==> config.mk <==
export PLATFORM = sky130hd
export DESIGN_NAME = kc87_ps2_matrix
export DESIGN_NICKNAME = d
export VERILOG_FILES = /design/src/rtl/kc87_kbd_pkg.sv /design/src/rtl/kc87_kbd_fifo.sv /design/src/rtl/kc87_ps2_matrix.sv
export SDC_FILE = /design/constraint.sdc
export NUM_CORES = 1
export LEC_CHECK = 0
export CAP_MARGIN = 20
export CORE_MARGIN = 4
export CORE_UTILIZATION = 45
export DETAILED_ROUTE_END_ITERATION = 7
export PLACE_DENSITY = 0.64
export SETUP_SLACK_MARGIN = 0.05
export SYNTH_ARGS = -nofsm -noshare
export SYNTH_HDL_FRONTEND = slang
export SYNTH_SLANG_ARGS = --single-unit
export TNS_END_PERCENT = 1
==> constraint.sdc <==
create_clock -name clk -period 4.5 [get_ports clk]
set_clock_uncertainty 0.15 [all_clocks]
set_input_delay 0.45 -clock clk [delete_from_list [all_inputs] [get_ports clk]]
set_output_delay 0.45 -clock clk [all_outputs]
set_load 0.03 [all_outputs]
==> src/rtl/kc87_kbd_pkg.sv <==
// KC87 keyboard types, constants and the PS/2 set-2 to KC87 matrix table.
// Shared by the FIFO and kc87_ps2_matrix.
package kc87_kbd_pkg;

   typedef struct packed {
      logic       pressed;
      logic       ext;
      logic [7:0] code;
   } kbd_evt_t;

   typedef struct packed {
      logic       valid;
      logic [2:0] col;
      logic [2:0] row;
      logic       shift_force;
   } kbd_map_t;

   typedef enum logic [2:0] {
      S_IDLE,
      S_POP,
      S_DECODE,
      S_APPLY,
      S_HOLD
   } kbd_state_t;

   localparam int KC_SHIFT_COL = 0;
   localparam int KC_SHIFT_ROW = 7;

   localparam logic [7:0] PS2_LSHIFT = 8'h12;
   localparam logic [7:0] PS2_RSHIFT = 8'h59;

   // cr is {col,row} written as two octal digits
   function automatic kbd_map_t km(input logic [5:0] cr,
                                   input logic sf);
      return kbd_map_t'({1'b1, cr, sf});
   endfunction

   function automatic kbd_map_t kbd_lookup(input logic ext,
                                           input logic [7:0] code);
      kbd_map_t m;
      m = '0;
      if (ext) begin
         case (code)
            8'h75:   m = km(6'o60, 1'b0);
            8'h72:   m = km(6'o61, 1'b0);
            8'h6B:   m = km(6'o62, 1'b0);
            8'h74:   m = km(6'o63, 1'b0);
            8'h6C:   m = km(6'o64, 1'b0);
            8'h5A:   m = km(6'o53, 1'b0);
            8'h70:   m = km(6'o73, 1'b0);
            8'h71:   m = km(6'o74, 1'b0);
            default: m = '0;
         endcase
      end else begin
         case (code)
            8'h45:   m = km(6'o00, 1'b0);
            8'h16:   m = km(6'o01, 1'b0);
            8'h1E:   m = km(6'o02, 1'b0);
            8'h26:   m = km(6'o03, 1'b0);
            8'h25:   m = km(6'o04, 1'b0);
            8'h2E:   m = km(6'o05, 1'b0);
            8'h36:   m = km(6'o06, 1'b0);
            8'h3D:   m = km(6'o10, 1'b0);
            8'h3E:   m = km(6'o11, 1'b0);
            8'h46:   m = km(6'o12, 1'b0);
            8'h4C:   m = km(6'o13, 1'b1);
            8'h52:   m = km(6'o14, 1'b1);
            8'h4E:   m = km(6'o15, 1'b0);
            8'h41:   m = km(6'o16, 1'b0);
            8'h49:   m = km(6'o17, 1'b0);
            8'h1C:   m = km(6'o20, 1'b0);
            8'h32:   m = km(6'o21, 1'b0);
            8'h21:   m = km(6'o22, 1'b0);
            8'h23:   m = km(6'o23, 1'b0);
            8'h24:   m = km(6'o24, 1'b0);
            8'h2B:   m = km(6'o25, 1'b0);
            8'h34:   m = km(6'o26, 1'b0);
            8'h33:   m = km(6'o27, 1'b0);
            8'h43:   m = km(6'o30, 1'b0);
            8'h3B:   m = km(6'o31, 1'b0);
            8'h42:   m = km(6'o32, 1'b0);
            8'h4B:   m = km(6'o33, 1'b0);
            8'h3A:   m = km(6'o34, 1'b0);
            8'h31:   m = km(6'o35, 1'b0);
            8'h44:   m = km(6'o36, 1'b0);
            8'h4D:   m = km(6'o37, 1'b0);
            8'h15:   m = km(6'o40, 1'b0);
            8'h2D:   m = km(6'o41, 1'b0);
            8'h1B:   m = km(6'o42, 1'b0);
            8'h2C:   m = km(6'o43, 1'b0);
            8'h3C:   m = km(6'o44, 1'b0);
            8'h2A:   m = km(6'o45, 1'b0);
            8'h1D:   m = km(6'o46, 1'b0);
            8'h22:   m = km(6'o47, 1'b0);
            8'h35:   m = km(6'o50, 1'b0);
            8'h1A:   m = km(6'o51, 1'b0);
            8'h29:   m = km(6'o52, 1'b0);
            8'h5A:   m = km(6'o53, 1'b0);
            8'h66:   m = km(6'o54, 1'b0);
            8'h76:   m = km(6'o55, 1'b0);
            8'h4A:   m = km(6'o56, 1'b0);
            8'h0D:   m = km(6'o57, 1'b0);
            8'h05:   m = km(6'o65, 1'b0);
            8'h06:   m = km(6'o66, 1'b0);
            8'h04:   m = km(6'o67, 1'b0);
            8'h0C:   m = km(6'o70, 1'b0);
            8'h55:   m = km(6'o71, 1'b1);
            default: m = '0;
         endcase
      end
      return m;
   endfunction

endpackage

==> src/rtl/kc87_kbd_fifo.sv <==
// Show-ahead event queue between ps2_key capture and the matrix FSM.
// A push on a full queue is accepted only when a pop frees a slot that cycle.
module kc87_kbd_fifo
   import kc87_kbd_pkg::*;
#(
   parameter int DEPTH = 4
) (
   input  logic     clk,
   input  logic     reset,
   input  logic     push,
   input  logic     pop,
   input  kbd_evt_t wdata,
   output kbd_evt_t rdata,
   output logic     full,
   output logic     empty
);

   localparam int AW = $clog2(DEPTH);

   kbd_evt_t        mem [DEPTH];
   logic [AW:0]     wp;
   logic [AW:0]     rp;
   logic            do_push;
   logic            do_pop;

   assign empty   = (wp == rp);
   assign full    = (wp[AW] != rp[AW]) &&
                    (wp[AW-1:0] == rp[AW-1:0]);
   assign do_pop  = pop && !empty;
   assign do_push = push && (!full || do_pop);
   assign rdata   = mem[rp[AW-1:0]];

   always_ff @(posedge clk or posedge reset) begin
      if (reset) begin
         wp <= '0;
         rp <= '0;
      end else begin
         if (do_push) wp <= wp + 1'b1;
         if (do_pop)  rp <= rp + 1'b1;
      end
   end

   always_ff @(posedge clk) begin
      if (do_push) mem[wp[AW-1:0]] <= wdata;
   end

endmodule

==> src/rtl/kc87_ps2_matrix.sv <==
// hps_io ps2_key events to KC87 8x8 matrix, with hold time and forced shift.
// KC87_KBD_GHOST_EN enables one-level matrix ghosting on the row read.
module kc87_ps2_matrix
   import kc87_kbd_pkg::*;
#(
   parameter int HOLD_CYCLES = 500000,
   parameter int FIFO_DEPTH  = 4
) (
   input  logic        clk,
   input  logic        reset,
   input  logic [10:0] ps2_key,
   input  logic [7:0]  col_sel_n,
   output logic [7:0]  row_n,
   output logic        kbd_busy,
   output logic        kbd_ovf
);

   localparam int CW = $clog2(HOLD_CYCLES + 1);

   kbd_state_t       state;
   kbd_state_t       state_nxt;
   logic             toggle_q;
   logic             push;
   logic             full;
   logic             empty;
   kbd_evt_t         fifo_q;
   kbd_evt_t         evt_q;
   kbd_map_t         map_c;
   kbd_map_t         map_q;
   logic             is_shift;
   logic             noop;
   logic             pop_en;
   logic             dec_en;
   logic             apply_en;
   logic             hold_load;
   logic [CW-1:0]    hold_cnt;
   logic [7:0][7:0]  keys;
   logic [7:0][7:0]  mat;
   logic             pc_shl;
   logic             pc_shr;
   logic             fshift;
   logic [5:0]       fkey;
   logic [7:0]       sel_rows;
   logic [7:0]       rows;

   assign push = ps2_key[10] ^ toggle_q;

   kc87_kbd_fifo #(.DEPTH(FIFO_DEPTH)) u_fifo (
      .clk   (clk),
      .reset (reset),
      .push  (push),
      .pop   (pop_en),
      .wdata (kbd_evt_t'(ps2_key[9:0])),
      .rdata (fifo_q),
      .full  (full),
      .empty (empty)
   );

   assign map_c    = kbd_lookup(evt_q.ext, evt_q.code);
   assign is_shift = !evt_q.ext &&
                     (evt_q.code == PS2_LSHIFT ||
                      evt_q.code == PS2_RSHIFT);
   assign noop     = (evt_q.pressed == keys[map_q.col][map_q.row]);

   always_ff @(posedge clk or posedge reset) begin
      if (reset) state <= S_IDLE;
      else       state <= state_nxt;
   end

   always_comb begin
      state_nxt = state;
      case (state)
         S_IDLE:   if (!empty) state_nxt = S_POP;
         S_POP:    state_nxt = S_DECODE;
         S_DECODE: begin
            if (is_shift)         state_nxt = S_HOLD;
            else if (map_c.valid) state_nxt = S_APPLY;
            else                  state_nxt = S_IDLE;
         end
         S_APPLY:  state_nxt = noop ? S_IDLE : S_HOLD;
         S_HOLD:   if (hold_cnt == '0) state_nxt = S_IDLE;
         default:  state_nxt = S_IDLE;
      endcase
   end

   always_comb begin
      pop_en    = (state == S_POP);
      dec_en    = (state == S_DECODE);
      apply_en  = (state == S_APPLY) && !noop;
      hold_load = (dec_en && is_shift) || apply_en;
   end

   always_ff @(posedge clk or posedge reset) begin
      if (reset) begin
         toggle_q <= 1'b0;
         kbd_ovf  <= 1'b0;
         evt_q    <= '0;
         map_q    <= '0;
         hold_cnt <= '0;
         keys     <= '0;
         pc_shl   <= 1'b0;
         pc_shr   <= 1'b0;
         fshift   <= 1'b0;
         fkey     <= '0;
      end else begin
         toggle_q <= ps2_key[10];
         if (push && full && !pop_en) kbd_ovf <= 1'b1;
         if (pop_en) evt_q <= fifo_q;
         if (dec_en) map_q <= map_c;
         if (dec_en && is_shift) begin
            if (evt_q.code == PS2_LSHIFT) pc_shl <= evt_q.pressed;
            else                          pc_shr <= evt_q.pressed;
         end
         if (hold_load)
            hold_cnt <= CW'(HOLD_CYCLES - 1);
         else if (state == S_HOLD && hold_cnt != '0)
            hold_cnt <= hold_cnt - 1'b1;
         if (apply_en) begin
            keys[map_q.col][map_q.row] <= evt_q.pressed;
            if (evt_q.pressed && map_q.shift_force) begin
               fshift <= 1'b1;
               fkey   <= {map_q.col, map_q.row};
            end
            if (!evt_q.pressed && fshift &&
                fkey == {map_q.col, map_q.row})
               fshift <= 1'b0;
         end
      end
   end

   // a forced-shift key inverts whatever shift the host is holding
   always_comb begin
      mat = keys;
      mat[KC_SHIFT_COL][KC_SHIFT_ROW] = (pc_shl | pc_shr) ^ fshift;
   end

`ifdef KC87_KBD_GHOST_EN
   logic [7:0] eff_cols;
`endif

   always_comb begin
      sel_rows = '0;
      for (int c = 0; c < 8; c++)
         if (!col_sel_n[c]) sel_rows = sel_rows | mat[c];
`ifdef KC87_KBD_GHOST_EN
      eff_cols = ~col_sel_n;
      for (int c = 0; c < 8; c++)
         if ((mat[c] & sel_rows) != '0) eff_cols[c] = 1'b1;
      rows = '0;
      for (int c = 0; c < 8; c++)
         if (eff_cols[c]) rows = rows | mat[c];
`else
      rows = sel_rows;
`endif
   end

   assign row_n    = ~rows;
   assign kbd_busy = (state != S_IDLE) || !empty;

endmodule

# After elaboration in Yosys (flattened, before gate mapping)

Memory sizes are Yosys's and may differ from the RTL's. A register that Yosys moved wholly into a read port is not among the register bits.
Index checks and enable logic that the tools add are counted.

Flip-flop bits (word level): 110
Memory bits (writable): 40
Memory bits (read-only): 1,024
Input port bits: 21
Output and inout bits: 10
Word-level logic and storage cells: 130
Memories kept: 2

$add $sub $neg: 3
Magnitude comparators: 4
Equal/unequal tests: 21
Multiplexer cells: 32
Bitwise logic cells: 12
Reduce and logical (&&, ||, !) cells: 35

Memory list:

| memory          | words | width | rd ports | clocked after Yosys merged registers in | wr ports | RTL line            | RTL |
|---|---|---|---|---|---|---|---|
| (no name shown) | 128   | 8     | 1        | 0                                       | 0        | kc87_kbd_pkg.sv:55  | `case (code)` |
| u_fifo.mem      | 4     | 10    | 1        | 1                                       | 1        | kc87_kbd_fifo.sv:20 | `kbd_evt_t mem [DEPTH];` |

Operator list:

| cell                  | count |
|---|---|
| $mux 8                | 12 |
| $eq 8x7->1 const B    | 9 |
| $bwmux 64             | 1 |
| $pmux 8 s8            | 1 |
| $or 8x8->8            | 7 |
| $mux 19               | 2 |
| $bmux 8 s3            | 1 |
| $demux 8 s3           | 1 |
| $logic_not 19->1      | 1 |
| $reduce_bool 19->1    | 1 |
| $sub 19x1->19 const B | 1 |
| $pmux 3 s5            | 1 |
| $logic_and 1x1->1     | 14 |
| $mux 3                | 4 |
| $reduce_and 2->1      | 5 |
| $eq 8x5->1 const B    | 1 |
| $lt 3x4->1 const B    | 2 |
| $not 8->8             | 1 |
| $add 3x1->3 const B   | 2 |
| $eq 3x2->1 const B    | 2 |
| $eq 6x6->1            | 1 |
| $ge 3x1->1 const B    | 2 |
| $logic_not 1->1       | 6 |
| $mux 1                | 6 |
| 17 further kinds      | 23 |

# Depth between registers and ports, before layout

Word-level depth: 18
Depth in mapped cells: 11
Mapped depth without buffers: 9

# By module

A second synthesis with hierarchy kept.

Cells, all modules: 1,076
Area total of the unflattened synthesis: 9,624.2 sq um

Modules (own cells, without submodules):

| module          | times used | cells each | area each (sq um) | seq. area each (sq um) |
|---|---|---|---|---|
| kc87_ps2_matrix | 1          | 988        | 7,752.4           | 2,852.7 |
| kc87_kbd_fifo   | 1          | 88         | 1,871.8           | 1,351.3 |

# Least setup slack after synthesis

Ideal clock, no wire load.

Path type: register to register
From: register map_q[6] (netlist name)
To: register hold_cnt[2]
Setup time: 0.131 ns
Data arrival time: 2.662 ns
Required time: 4.219 ns
Path slack: 1.557 ns
Stages on the path, launching flop included: 10
Buffers on the path: 2
Period minus slack after synthesis: 2.943 ns
Path through: dfrtp_1 buf_2 mux2_2 a221oi_1 o21ai_0 and3_1 nor4_4 mux2_2 buf_4 or3_1

Cells in the longest elaborated chain, start to end: 9
Elaborated cells on any way between the ends: 10
Those cells by class: eq/ne: 1; mux: 5; reduce/logical: 4

Ends and longest elaborated chain:

| what                                                | RTL line               | RTL |
|---|---|---|
| start: declaration                                  | kc87_ps2_matrix.sv:29  | `kbd_map_t map_q;` |
| start signal: assignment                            | kc87_ps2_matrix.sv:109 | `if (dec_en) map_q <= map_c;` |
| $bmux 8 s3 (*)                                      | kc87_ps2_matrix.sv:63  | `assign noop = (evt_q.pressed == keys[map_q.col][map_q.row]);` |
| $mux 8 (not written as such) (*)                    | kc87_ps2_matrix.sv:63  |  |
| $bmux 1 s3 (*)                                      | kc87_ps2_matrix.sv:63  |  |
| $mux 1 (not written as such) (*)                    | kc87_ps2_matrix.sv:63  |  |
| $eq 1x1->1 (*)                                      | kc87_ps2_matrix.sv:63  |  |
| $logic_not 1->1 (*)                                 | kc87_ps2_matrix.sv:89  | `apply_en = (state == S_APPLY) && !noop;` |
| $logic_and 1x1->1 (*)                               | kc87_ps2_matrix.sv:89  |  |
| $logic_or 1x1->1 (*)                                | kc87_ps2_matrix.sv:90  | `hold_load = (dec_en && is_shift) \|\| apply_en;` |
| $mux 19 / $reduce_bool 2->1 (equally long branches) | --                     |  |
| end signal: assignment                              | kc87_ps2_matrix.sv:115 | `hold_cnt <= CW'(HOLD_CYCLES - 1);` |
| end signal: assignment                              | kc87_ps2_matrix.sv:117 | `hold_cnt <= hold_cnt - 1'b1;` |
| end: declaration                                    | kc87_ps2_matrix.sv:36  | `logic [CW-1:0] hold_cnt;` |

Every way passes the cells marked *; elsewhere a longest branch is shown, timed or not. The select of a mux whose other input is x is not followed.
A chain may end at the register's enable or synchronous reset.

# Final worst setup path

From: register map_q[4] (netlist name)
To: register keys[18] (netlist name)

Cells in the longest elaborated chain, start to end: 7
Elaborated cells on any way between the ends: 13
Those cells by class: order compare: 2; eq/ne: 1; mux: 7; reduce/logical: 3

Ends and longest elaborated chain:

| what                           | RTL line               | RTL |
|---|---|---|
| $bmux 8 s3                     | kc87_ps2_matrix.sv:63  |  |
| $mux 8 (not written as such)   | kc87_ps2_matrix.sv:63  |  |
| $bmux 1 s3                     | kc87_ps2_matrix.sv:63  |  |
| $mux 1 (not written as such)   | kc87_ps2_matrix.sv:63  |  |
| $eq 1x1->1                     | kc87_ps2_matrix.sv:63  |  |
| $logic_not 1->1                | kc87_ps2_matrix.sv:89  |  |
| $logic_and 1x1->1              | kc87_ps2_matrix.sv:89  |  |
| end signal: indexed assignment | kc87_ps2_matrix.sv:119 | `keys[map_q.col][map_q.row] <= evt_q.pressed;` |
| end: declaration               | kc87_ps2_matrix.sv:37  | `logic [7:0][7:0] keys;` |

Several ways; a longest one is shown, not always the timed one. The select of a mux whose other input is x is not followed.

==> impl_metrics.env <==
export IMPL_outcome="complete, no violations"
export IMPL_hold_viol=0
export IMPL_synth_top_area_share_pct=31.56
export IMPL_post_drt_wl_per_cell_um=18.82
export IMPL_routed_via_density=6.116
export IMPL_rsz0062_at_grt="no"
export IMPL_clkTransAtPathRegs_ps=70
export IMPL_die_w_um=153.4
export IMPL_dp_cells=1278
export IMPL_finalNetCount=1062
export IMPL_synth_top_flop_cell="dfrtp_1"
export IMPL_finalWorstPathRequiredPeriod_ps=3740
export IMPL_synth_top_area_cell="dfrtp_1"
export IMPL_leakagePower_nw=3.888
export IMPL_ys_warn_count=0
export IMPL_dr_first_iter_drc_count=901
export IMPL_core_area_um2=20490
export IMPL_synth_edf_count=40
export IMPL_relSlewSlack_pct=28.39
export IMPL_postSynthAreaPerCell_um2=9.018
export IMPL_layout_drive_gt1_share_pct=9.222
export IMPL_ys_async_sr_fraction_pct=75.00
export IMPL_die_area_um2=23530
export IMPL_routed_wl_um=24670
export IMPL_netlist_area_um2=9514
export IMPL_synth_top_family_by_area="simple AND/OR/NAND/NOR gates"
export IMPL_cts_sinks=160
export IMPL_overflow=0
export IMPL_synth_distinct_cells=64
export IMPL_yosysSeqAreaShare_pct=44.19
export IMPL_grt_pass1_vias=7524
export IMPL_seq_area_um2=4205
export IMPL_fin_cells=1311
export IMPL_htree_levels=4
export IMPL_port_buffers=30
export IMPL_drtPass1Iterations=6
export IMPL_synth_compound_area_share_pct=18.40
export IMPL_synthSimpleGateAreaFrac_pct=19.02
export IMPL_maxCapViolations=0
export IMPL_crit_path_end_kind="register"
export IMPL_power_density_nw_per_um2=571.6
export IMPL_worstMarginPinSlew_ps=1072
export IMPL_cp_arrival_ps=3950
export IMPL_num_vias=8018
export IMPL_crit_path_max_fanout=48
export IMPL_startpoint_type="register"
export IMPL_cts_setup_buffers=0
export IMPL_crit_required_ps=4710
export IMPL_num_rows=52
export IMPL_cts_tree="built"
export IMPL_gp_congestion=0.8899
export IMPL_hpwlAfterDp_um=15710
export IMPL_mostFrequentLayoutCells="a21oi_1 (152), dfrtp_1 (119), nand3_1 (80)"
export IMPL_synth_xor_area_share_pct=3.038
export IMPL_muxShareOfSynthArea_pct=6.220
export IMPL_fillers=1899
export IMPL_critPathKind="reg -> reg"
export IMPL_fin_crit_sh_pct=83.12
export IMPL_ioPinCount=31
export IMPL_synth_seq_cells=160
export IMPL_numCtsBuffers=17
export IMPL_synth_adder_area_share_pct=1.710
export IMPL_yosys_top_cells_area="dfrtp_1 (32%), edfxtp_1 (13%), a21oi_1 (8.0%), nand3_1 (4.2%), nand4_1 (3.2%)"
export IMPL_antenna_cells=0
export IMPL_clk_latency_ps=440
export IMPL_ctsHoldBuffers=0
export IMPL_grt_max_degree=70
export IMPL_cts_root_buf="clkbuf_16"
export IMPL_antenna_found_initial=0
export IMPL_multi_input_area_um2=4613
export IMPL_start_util_pct=46.42
export IMPL_drc_errors=0
export IMPL_drv_slew=0
export IMPL_hp_class="reg -> reg"
export IMPL_track_usage_pct=20.61
export IMPL_synthCells=1055
export IMPL_ant_nets=0
export IMPL_final_common_cell="a21oi_1"
export IMPL_grt_pass1_wl_um=39720
export IMPL_final_core_util_pct=51.51
export IMPL_postCtsResizedCells=0
export IMPL_ir_drop_mv=0.3557
export IMPL_syn_num_nets=1089
export IMPL_max_freq_ghz=0.2673
export IMPL_fp_dieH_um=153.4
export IMPL_setup_viol=0
export IMPL_cts_buffer_depth=2
export IMPL_fin_setup_tns_ps=0
export IMPL_area_growth_pct=10.96
## path summary, 6_finish.rpt
path                       startpoint       end  slack [ps]  cells after the start
max reg2reg                  map_q[4]  keys[18]         760                     10
min reg2reg                   kbd_ovf   kbd_ovf         310                      1
max in group asynchronous       reset  keys[50]        3010                      3
min in group asynchronous       reset  keys[51]         390                      2
min                           kbd_ovf   kbd_ovf         310                      1
max                          map_q[4]  keys[18]         760                     10
## synthesized netlist by cell type (all sizes together), types with 8 or more instances
library cell	n
inv	76
nand4	48
buf	35
dfrtp	120
o22ai	33
a31oi	8
mux4	11
nor2b	18
a21oi	152
and2	14
nand3	80
or3	10
nand2	59
ha	13
nor2	35
nor4	13
mux2i	13
nor3	24
nand2b	12
a221oi	13
edfxtp	40
clkbuf	64
xor2	19
mux2	19
xnor2	14
o21ai	27
## area by class of cell
cell class	count	area share [%]
Inverter	76	2.726
Sequential cell	160	39.84
Multi-Input combinational cell	720	43.70
Tap cell	270	3.200
Timing Repair Buffer	53	4.717
Clock inverter	15	1.790
Clock buffer	17	4.030
## where the power goes
group | internal, W | switching (W) | total (W)
Sequential | 0.00176 | 0.000429 | 0.00219
Clock | 0.000758 | 0.000725 | 0.00148
Combinational | 0.000907 | 0.00145 | 0.00236
Total | 0.00343 | 0.00261 | 0.00603
## metrics by stage
step	hold WS (ps)	total power (W)	instance area [um2]	setup slack [ps]
after floorplan	285.7	0.003950	9514	714.2
after global placement	295.4	0.004524	9935	858.7
after detailed placement	297.1	0.004544	9935	779.6
after CTS	318.2	0.006042	10550	787.2
after global routing	337.0	0.006431	10560	544.8
final	309.8	0.006034	10560	759.5
## critical path, cell delays in order (launching register included)
cell,delay [ps]
dfrtp_1,530
nor2b_2,370
buf_4,310
a22o_1,230
a221oi_1,300
o211ai_1,210
nor4_4,310
buf_4,310
buf_4,530
nand4_1,170
a21oi_1,210
## metal layers
metal	share of wire [%]	vias to the layer above	wire length [um]	track usage, %
met3	7.0	53	1720	4.637
met1	44	3869	10900	28.57
met4	2.7	0	660	7.275
met5	0	-	0	0
li1	-	3800	-	-
met2	46	296	11390	32.02
## state kept, by name, indices dropped and copies added, names as in the netlist
register / cells
pc_shl: 1
pc_shr: 1
u_fifo.mem: 40
fshift: 1
kbd_ovf: 1
u_fifo.wp: 3
hold_cnt: 19
toggle_q: 1
map_q: 7
evt_q: 10
keys: 64
state: 3
u_fifo.rp: 3
fkey: 6
## logic make-up after synthesis
group	after synthesis
flip-flops	160
AO/OA/AOI/OAI	292
XOR/XNOR	33
AND/OR/NAND/NOR	339
buffers and inverters	175
adder cells (fa/ha/maj)	13
multiplexers	43
Power figures use the tool's default switching activity.
